**src/rtl/stub_frame_receiver.sv**
```systemverilog
// rtl/stub_frame_receiver.sv - stub FIFO, byte-serial frame emitter and config register file
// Define STUB_FRAME_CKSUM_EN to append an XOR checksum byte to every frame.
module stub_frame_receiver #(
  parameter int DATA_W      = 8,
  parameter int FIFO_DEPTH  = 16,
  parameter int MAX_LAYERS  = 6,
  parameter int NLAYERS_RST = 6
) (
  input  logic              clock,
  input  logic              reset,
  input  logic              data_valid,
  input  logic [DATA_W-1:0] data_in_x,
  input  logic [DATA_W-1:0] data_in_y,
  input  logic [DATA_W-1:0] data_in_z,
  input  logic [DATA_W-1:0] mem_data,
  input  logic [1:0]        mem_add,
  input  logic              mem_en,
  input  logic              mem_rd_wr,
  output logic [DATA_W-1:0] mem_rdata,
  output logic [DATA_W-1:0] data_out,
  output logic              ready
);
  localparam int AW = $clog2(FIFO_DEPTH);
  localparam int SW = 3 * DATA_W;
  localparam logic [AW:0]       DEPTH_L = (AW+1)'(FIFO_DEPTH);
  localparam logic [DATA_W-1:0] MAXL_D  = DATA_W'(MAX_LAYERS);
  localparam logic [2:0]        MAXL_3  = 3'(MAX_LAYERS);

  typedef enum logic [1:0] {
    S_IDLE,
    S_EMIT
`ifdef STUB_FRAME_CKSUM_EN
    , S_CKSUM
`endif
  } state_t;

  state_t r_state, w_state_nxt;

  logic [SW-1:0]     r_mem [FIFO_DEPTH];
  logic [AW-1:0]     r_wptr, r_rptr;
  logic [AW:0]       r_level;
  logic [2:0]        r_nlayers, r_stub_left;
  logic [1:0]        r_byte_sel;
  logic              r_enable, r_overflow;
  logic [DATA_W-1:0] r_fcount;
`ifdef STUB_FRAME_CKSUM_EN
  logic [DATA_W-1:0] r_cksum;
`endif

  logic              w_wr, w_flush, w_full, w_empty, w_push, w_ovf_set;
  logic              w_start, w_emit, w_pop, w_frame_done;
  logic [DATA_W-1:0] w_byte, w_rd_val;
  logic [SW-1:0]     w_head;
  logic [AW:0]       w_nl_ext;
  logic [2:0]        w_nl_wdata;

  assign w_wr       = mem_en && mem_rd_wr;
  assign w_flush    = w_wr && (mem_add == 2'd1) && mem_data[1];
  assign w_full     = (r_level == DEPTH_L);
  assign w_empty    = (r_level == '0);
  assign w_push     = data_valid && r_enable && !w_full;
  assign w_ovf_set  = data_valid && r_enable && w_full;
  assign w_head     = r_mem[r_rptr];
  assign w_nl_ext   = {{(AW-2){1'b0}}, r_nlayers};
  assign w_nl_wdata = ((mem_data == '0) || (mem_data > MAXL_D)) ? MAXL_3 : mem_data[2:0];

  always_ff @(posedge clock) begin
    if (!reset) r_state <= S_IDLE;
    else        r_state <= w_state_nxt;
  end

  always_comb begin
    w_state_nxt  = r_state;
    w_start      = 1'b0;
    w_emit       = 1'b0;
    w_pop        = 1'b0;
    w_frame_done = 1'b0;
    w_byte       = '0;
    case (r_state)
      S_IDLE: begin
        if (r_level >= w_nl_ext) begin
          w_state_nxt = S_EMIT;
          w_start     = 1'b1;
        end
      end
      S_EMIT: begin
        w_emit = 1'b1;
        case (r_byte_sel)
          2'd0:    w_byte = w_head[SW-1 -: DATA_W];
          2'd1:    w_byte = w_head[2*DATA_W-1 -: DATA_W];
          default: begin
            w_byte = w_head[DATA_W-1:0];
            w_pop  = 1'b1;
          end
        endcase
        if (w_pop && (r_stub_left == 3'd1)) begin
`ifdef STUB_FRAME_CKSUM_EN
          w_state_nxt = S_CKSUM;
`else
          w_state_nxt  = S_IDLE;
          w_frame_done = 1'b1;
`endif
        end
      end
`ifdef STUB_FRAME_CKSUM_EN
      S_CKSUM: begin
        w_emit       = 1'b1;
        w_byte       = r_cksum;
        w_frame_done = 1'b1;
        w_state_nxt  = S_IDLE;
      end
`endif
      default: w_state_nxt = S_IDLE;
    endcase
    // A flush overrides everything the frame would have done this cycle.
    if (w_flush) begin
      w_state_nxt  = S_IDLE;
      w_start      = 1'b0;
      w_emit       = 1'b0;
      w_pop        = 1'b0;
      w_frame_done = 1'b0;
    end
  end

  always_comb begin
    w_rd_val = '0;
    case (mem_add)
      2'd0:    w_rd_val[2:0] = r_nlayers;
      2'd1:    w_rd_val[0]   = r_enable;
      2'd2:    w_rd_val      = r_fcount;
      default: w_rd_val[2:0] = {w_full, w_empty, r_overflow};
    endcase
  end

  always_ff @(posedge clock) begin
    if (w_push) r_mem[r_wptr] <= {data_in_x, data_in_y, data_in_z};
  end

  always_ff @(posedge clock) begin
    if (!reset) begin
      r_wptr      <= '0;
      r_rptr      <= '0;
      r_level     <= '0;
      r_nlayers   <= 3'(NLAYERS_RST);
      r_stub_left <= '0;
      r_byte_sel  <= '0;
      r_enable    <= 1'b1;
      r_overflow  <= 1'b0;
      r_fcount    <= '0;
`ifdef STUB_FRAME_CKSUM_EN
      r_cksum     <= '0;
`endif
      data_out    <= '0;
      ready       <= 1'b0;
      mem_rdata   <= '0;
    end else begin
      if (w_flush) begin
        r_wptr  <= '0;
        r_rptr  <= '0;
        r_level <= '0;
      end else begin
        if (w_push) r_wptr <= r_wptr + 1'b1;
        if (w_pop)  r_rptr <= r_rptr + 1'b1;
        if (w_push && !w_pop)      r_level <= r_level + 1'b1;
        else if (!w_push && w_pop) r_level <= r_level - 1'b1;
      end

      if (w_start) begin
        r_stub_left <= r_nlayers;
        r_byte_sel  <= '0;
`ifdef STUB_FRAME_CKSUM_EN
        r_cksum     <= '0;
`endif
      end else if (w_emit && (r_state == S_EMIT)) begin
        r_byte_sel <= (r_byte_sel == 2'd2) ? 2'd0 : r_byte_sel + 2'd1;
        if (w_pop) r_stub_left <= r_stub_left - 3'd1;
`ifdef STUB_FRAME_CKSUM_EN
        r_cksum <= r_cksum ^ w_byte;
`endif
      end

      ready <= w_emit;
      if (w_emit)       data_out <= w_byte;
      if (w_frame_done) r_fcount <= r_fcount + 1'b1;

      if (w_wr && (mem_add == 2'd0)) r_nlayers <= w_nl_wdata;
      if (w_wr && (mem_add == 2'd1)) r_enable  <= mem_data[0];
      if (w_ovf_set)                                        r_overflow <= 1'b1;
      else if (w_wr && (mem_add == 2'd3) && mem_data[0])    r_overflow <= 1'b0;

      if (mem_en && !mem_rd_wr) mem_rdata <= w_rd_val;
    end
  end
endmodule

```
**config.mk**
```make
export PLATFORM = sky130hd
export DESIGN_NAME = stub_frame_receiver
export DESIGN_NICKNAME = d
export VERILOG_FILES = /design/src/rtl/stub_frame_receiver.sv
export SDC_FILE = /design/constraint.sdc
export NUM_CORES = 1
export LEC_CHECK = 0
export ABC_AREA = 1
export CELL_PAD_IN_SITES_DETAIL_PLACEMENT = 0
export CELL_PAD_IN_SITES_GLOBAL_PLACEMENT = 1
export CORE_MARGIN = 5
export CORE_UTILIZATION = 30
export DETAILED_ROUTE_END_ITERATION = 8
export GPL_TIMING_DRIVEN = 0
export PLACE_DENSITY = 0.54
export SLEW_MARGIN = 20
export SYNTH_ARGS = -nofsm -noshare
export SYNTH_HDL_FRONTEND = slang
export SYNTH_SLANG_ARGS = --single-unit
```
**constraint.sdc**
```tcl
create_clock -name clock -period 7.2 [get_ports clock]
set_clock_uncertainty 0.15 [all_clocks]
set_input_delay 1.08 -clock clock [delete_from_list [all_inputs] [get_ports clock]]
set_output_delay 1.08 -clock clock [all_outputs]
set_load 0.03 [all_outputs]
```
; ---- Word-level counts from Yosys, hierarchy flattened
; Memories as Yosys holds them, arrays and structs flattened. A register that Yosys moved wholly into a read port is not among the register bits.
; Cells that the tools add are included.
[totals]
elab_cells = 100
reg_bits = 50
output_inout_bits = 17
latch_bits = 0
mem_bits_rw = 384
romBits = 0
input_bits = 39
memories = 1
[mem_list]
columns = memory, depth, word_bits, rd, rd_ports_with_merged_regs, write_ports, line_no
row1 = r_mem, 16, 24, 1, 1, 1, 39  ; logic [SW-1:0] r_mem [FIFO_DEPTH];
[classes]
magnitude_cmp = 2
div_mod_pow = 0
n_bitwise = 1
n_reduce_logical = 33
mux = 33
shifts = 0
add_sub_neg = 7
n_eq_ne = 10
multipliers = 0
[ops]
columns = operator, n
row1 = $mux 1, 16
row2 = $pmux 8 s2, 1
row3 = $mux 5, 3
row4 = $logic_and 1x1->1, 14
row5 = $mux 3, 4
row6 = $add 4x1->4 const B, 2
row7 = $add 8x1->8 const B, 1
row8 = $gt 8x3->1 const B, 1
row9 = $logic_not 8->1, 1
row10 = $mux 4, 2
row11 = $mux 8, 1
row12 = $reduce_bool 2->1, 4
row13 = $eq 2x1->1 const B, 3
row14 = $eq 2x2->1 const B, 3
row15 = $logic_not 2->1, 3
row16 = $mux 2, 3
row17 = $pmux 2 s3, 1
row18 = $reduce_or 2->1, 3
row19 = $add 5x1->5 const B, 1
row20 = $eq 5x5->1 const B, 1
row21 = $ge 5x3->1, 1
row22 = $logic_not 5->1, 1
row23 = $sub 5x1->5 const B, 1
row24 = $logic_not 1->1, 4
row25 = 9 further kinds, 11

; ---- Longest topological paths before layout
[depth]
word_depth = 9
depth_mapped = 15

; ---- Least setup slack after synthesis
; OpenSTA, ideal clock, no wires.
[synth_path]
path_kind = input -> register
from = input mem_add[0]
to = register r_level[4]
setup_ns = 0.122
arrival_ns = 2.857
path_stages = 15
path_slack_ns = 4.071
n_path_buf = 0
path_cell_list = inv_2 > nor3_2 > nand2_2 > nand2_2 > inv_4 > nand2_4 > ha_1 > inv_1 > ha_1 > a21oi_1 > o21bai_1 > a21oi_1 > o21ai_0 > o21ai_0 > a21oi_1
[synth_between]
elab_chain_cells = 7
elab_cells_between_ends = 10
[synth_rtl]
columns = item, line_no
row1 = "start, declared", 16  ; input logic [1:0] mem_add,
row2 = $eq 2x1->1 *, 58  ; assign w_flush = w_wr && (mem_add == 2'd1) && mem_data[1];
row3 = $logic_and 1x1->1 * (2 in series), 58
row4 = $mux 1, 116  ; if (w_flush) begin
row5 = $logic_not 1->1, 164  ; if (w_push && !w_pop) r_level <= r_level + 1'b1;
row6 = $logic_and 1x1->1, 164
row7 = $mux 5 or $reduce_bool 2->1 (tied branches), -
row8 = "end signal, assigned", 164
row9 = "end signal, assigned", 165  ; else if (!w_push && w_pop) r_level <= r_level - 1'b1;
row10 = "end, declared", 41  ; logic [AW:0] r_level;
; Mark *: on every way between the ends. The rest lies on a longest branch, timed or not.
; A chain may end at the register's enable or synchronous reset.

; ---- Worst setup path after layout
; Same ends and word-level chain as after synthesis.

==> flow_summary.yaml <==
cells_and_area:
  utilization_pct: 36.2
  mostFrequentLayoutCell: "nand2_1"
  drive_above_1_share_pct: 9.23
  most-common-layout-cells: "547 x nand2_1, 384 x edfxtp_1, 303 x nand3_1, 179 x inv_1, 79 x nor2_1"
  area_delta_synth_final_pct: 20.1
  n_fill_cell: 6089
  final_nets: 1944
  multi_input_area_um2: 4850
  antenna_cells: 0
  register_area_um2: 12600
synth:
  yosysWarnings: 0
  syn_area_per_cell_um2: 10.5
  yosys.area.top_type_share_pct: 62.2
  synth_area_leaders: "edfxtp_1 62%, nand2_1 11%, nand3_1 8.2%, dfxtp_1 5.7%, inv_1 3.6%"
  synth-seq-cells: 437
  synth_top_area_cell: "edfxtp_1"
  synth_fp_nets: 1821
  synth_cells: 1765
  netlist_area_um2: 18500
  ys_types: 43
  ys_seq_area_share_pct: 67.9
drt:
  drc: 0
  vias_per_cell: 4.72
  ant_nets: 0
  drt-wirelength-per-cell_um: 21.9
  wl_mm: 59.5
  firstDrtPassIters: 5
  vias: 12800
  drtIter0Drc: 964
sta:
  setup_tns_ns: 0
  rsz0062_at_grt: "no"
  slew-limit-headroom_pct: 30.2
  max_freq_ghz: 0.292
  drv_slew: 0
  worst_slew_pin_slew_ns: 1.05
  finalCriticalPeriod_ns: 3.42
  post-route-period-util_pct: 47.5
  setup-violations-final: 0
  finalHoldViolations: 0
critical_path:
  cp.required_ns: 7.52
  critPathArrivalTime_ns: 3.74
  end_kind: "flop"
  worst_setup_path_start_kind: "input port"
  crit_type: "input port to flop"
  worst-path-max-fanout: 10
  r2r_setup_slack_ns: 4.28
floorplanning:
  die_height_um: 259
  die_x_um: 259
  start_util_pct: 30.1
  ios: 56
  die_area_um2: 66800
  core_area_um2: 61500
  core.rowCount: 91
place:
  port_buffers: 55
  gp_congestion: 0.784
  hpwl_mm: 40.0
clocking:
  cts_inserted_buffers: 50
  clkTransAtPathRegs_ns: 0.05
  post_cts_buffers: 0
  ctsHoldBuffers: 0
  postCtsResizedCells: 0
  clk_latency_ns: 0.60
  cts_tree: "built"
  ctsRootBufferMaster: "clkbuf_16"
  clock_sinks: 437
  htreeDepth: 2
  cts_buffer_depth: 3
run_status:
  outcome: "completed"
min_path:
  hp-class: "flop to flop"
grt:
  overflow: 0
  grt_pass1_vias: 12600
  grt_max_degree: 17
  grt_pass1_wl_mm: 86.3
  grtUsageTotal_pct: 17.6
  antenna_found_initial: 1
power:
  p_per_area_nw_per_um2: 263
  leakagePower_nw: 8.60
  ir_worst_vdd_uv: 164
run:
  cap_violations: 0
-- critical path, stage by stage --
cell and delay (ns):
clkdlybuf4s50_1 0.53, inv_2 0.07, nor3_2 0.24, nand2_2 0.15, nand2_2 0.14, inv_4 0.09
nand2_4 0.13, ha_1 0.20, inv_1 0.12, ha_1 0.31, a21oi_1 0.16, o21bai_1 0.09
a21oi_1 0.11, o21ai_0 0.12, o21ai_0 0.17, a21oi_1 0.05
-- logic make-up (layout without fill, tap and decap cells) --
group                    after synthesis  in the layout  share of synthesized area (%)
adder cells (fa/ha/maj)               17             17                           1.19
AO/OA/AOI/OAI                         73             73                           2.31
flip-flops                           437            437                           67.9
XOR/XNOR                               2              2                         0.0945
AND/OR/NAND/NOR                      967            967                           21.9
buffers and inverters                269            433                           6.53
-- report_power, final --
part / internal (W) / switching, W / total (W)
clock: 0.00152 / 0.00104 / 0.00257
combinational: 0.000140 / 0.000305 / 0.000444
sequential: 0.00282 / 0.0000263 / 0.00285
total: 0.00448 / 0.00138 / 0.00586
-- sequential cells by signal, summed over array words and instances (netlist names), named ones only --
name         cells
r_state          1
r_fcount         8
r_enable         1
r_byte_sel       2
mem_rdata        8
ready            1
r_wptr           4
r_rptr           4
r_mem          384
data_out         8
r_stub_left      3
r_overflow       1
r_nlayers        3
r_level          5
-- path summary, 6_finish.rpt --
path,from,to,cells after the start
worst min register to register,r_rptr[3]$_SDFFE_PP0P_,r_rptr[3]$_SDFFE_PP0P_,2
worst max-delay path,mem_add[0],r_level[4]$_SDFFE_PP0P_,16
worst min-delay path,r_rptr[3]$_SDFFE_PP0P_,r_rptr[3]$_SDFFE_PP0P_,2
worst max register to register,flop,data_out[2]$_SDFFE_PN0P_,9
-- synthesized netlist by cell type (all sizes together) --
master,instances
a21boi,1
a21oi,24
a221oi,3
a22oi,5
a31oi,1
buf,69
clkbuf,14
clkinv,2
dfxtp,53
edfxtp,384
fa,1
ha,16
inv,184
nand2,551
nand3,303
nand3b,1
nand4,3
nor2,97
nor3,8
nor3b,2
o2111a,1
o211a,1
o211ai,4
o21a,1
o21ai,26
o21bai,1
o221ai,1
o22ai,4
or2,2
xnor2,1
xor2,1
-- through the flow --
stage,worst slack (ns),instance area [um2],cells,power [W],hold WS [ns]
global placement,1.61,20100,2610,0.00333,0.307
detailed placement,3.18,20600,2626,0.00335,0.306
floorplan,4.07,18500,1765,0.00313,0.284
CTS,3.79,22300,2719,0.00592,0.314
finish,3.78,22300,2719,0.00586,0.309
global route,3.53,22300,2719,0.00606,0.359
-- cell type report --
class,count,area share (%)
multi-input combinational,1059,21.8
tap,790,4.44
clock buffer,64,5.99
inverter,186,3.17
sequential,437,56.6
buffer,83,2.27
clock inverter,29,1.36
timing repair buffer,71,4.38
-- layer usage --
metal,wire [um],global-route usage (%),part of all wire (%)
met1,27800,24.6,47
met2,27500,28.4,46
met3,2490,2.50,4.2
met4,1730,5.47,2.9
met5,11,0,0.018
Power figures use the tool's default switching activity.
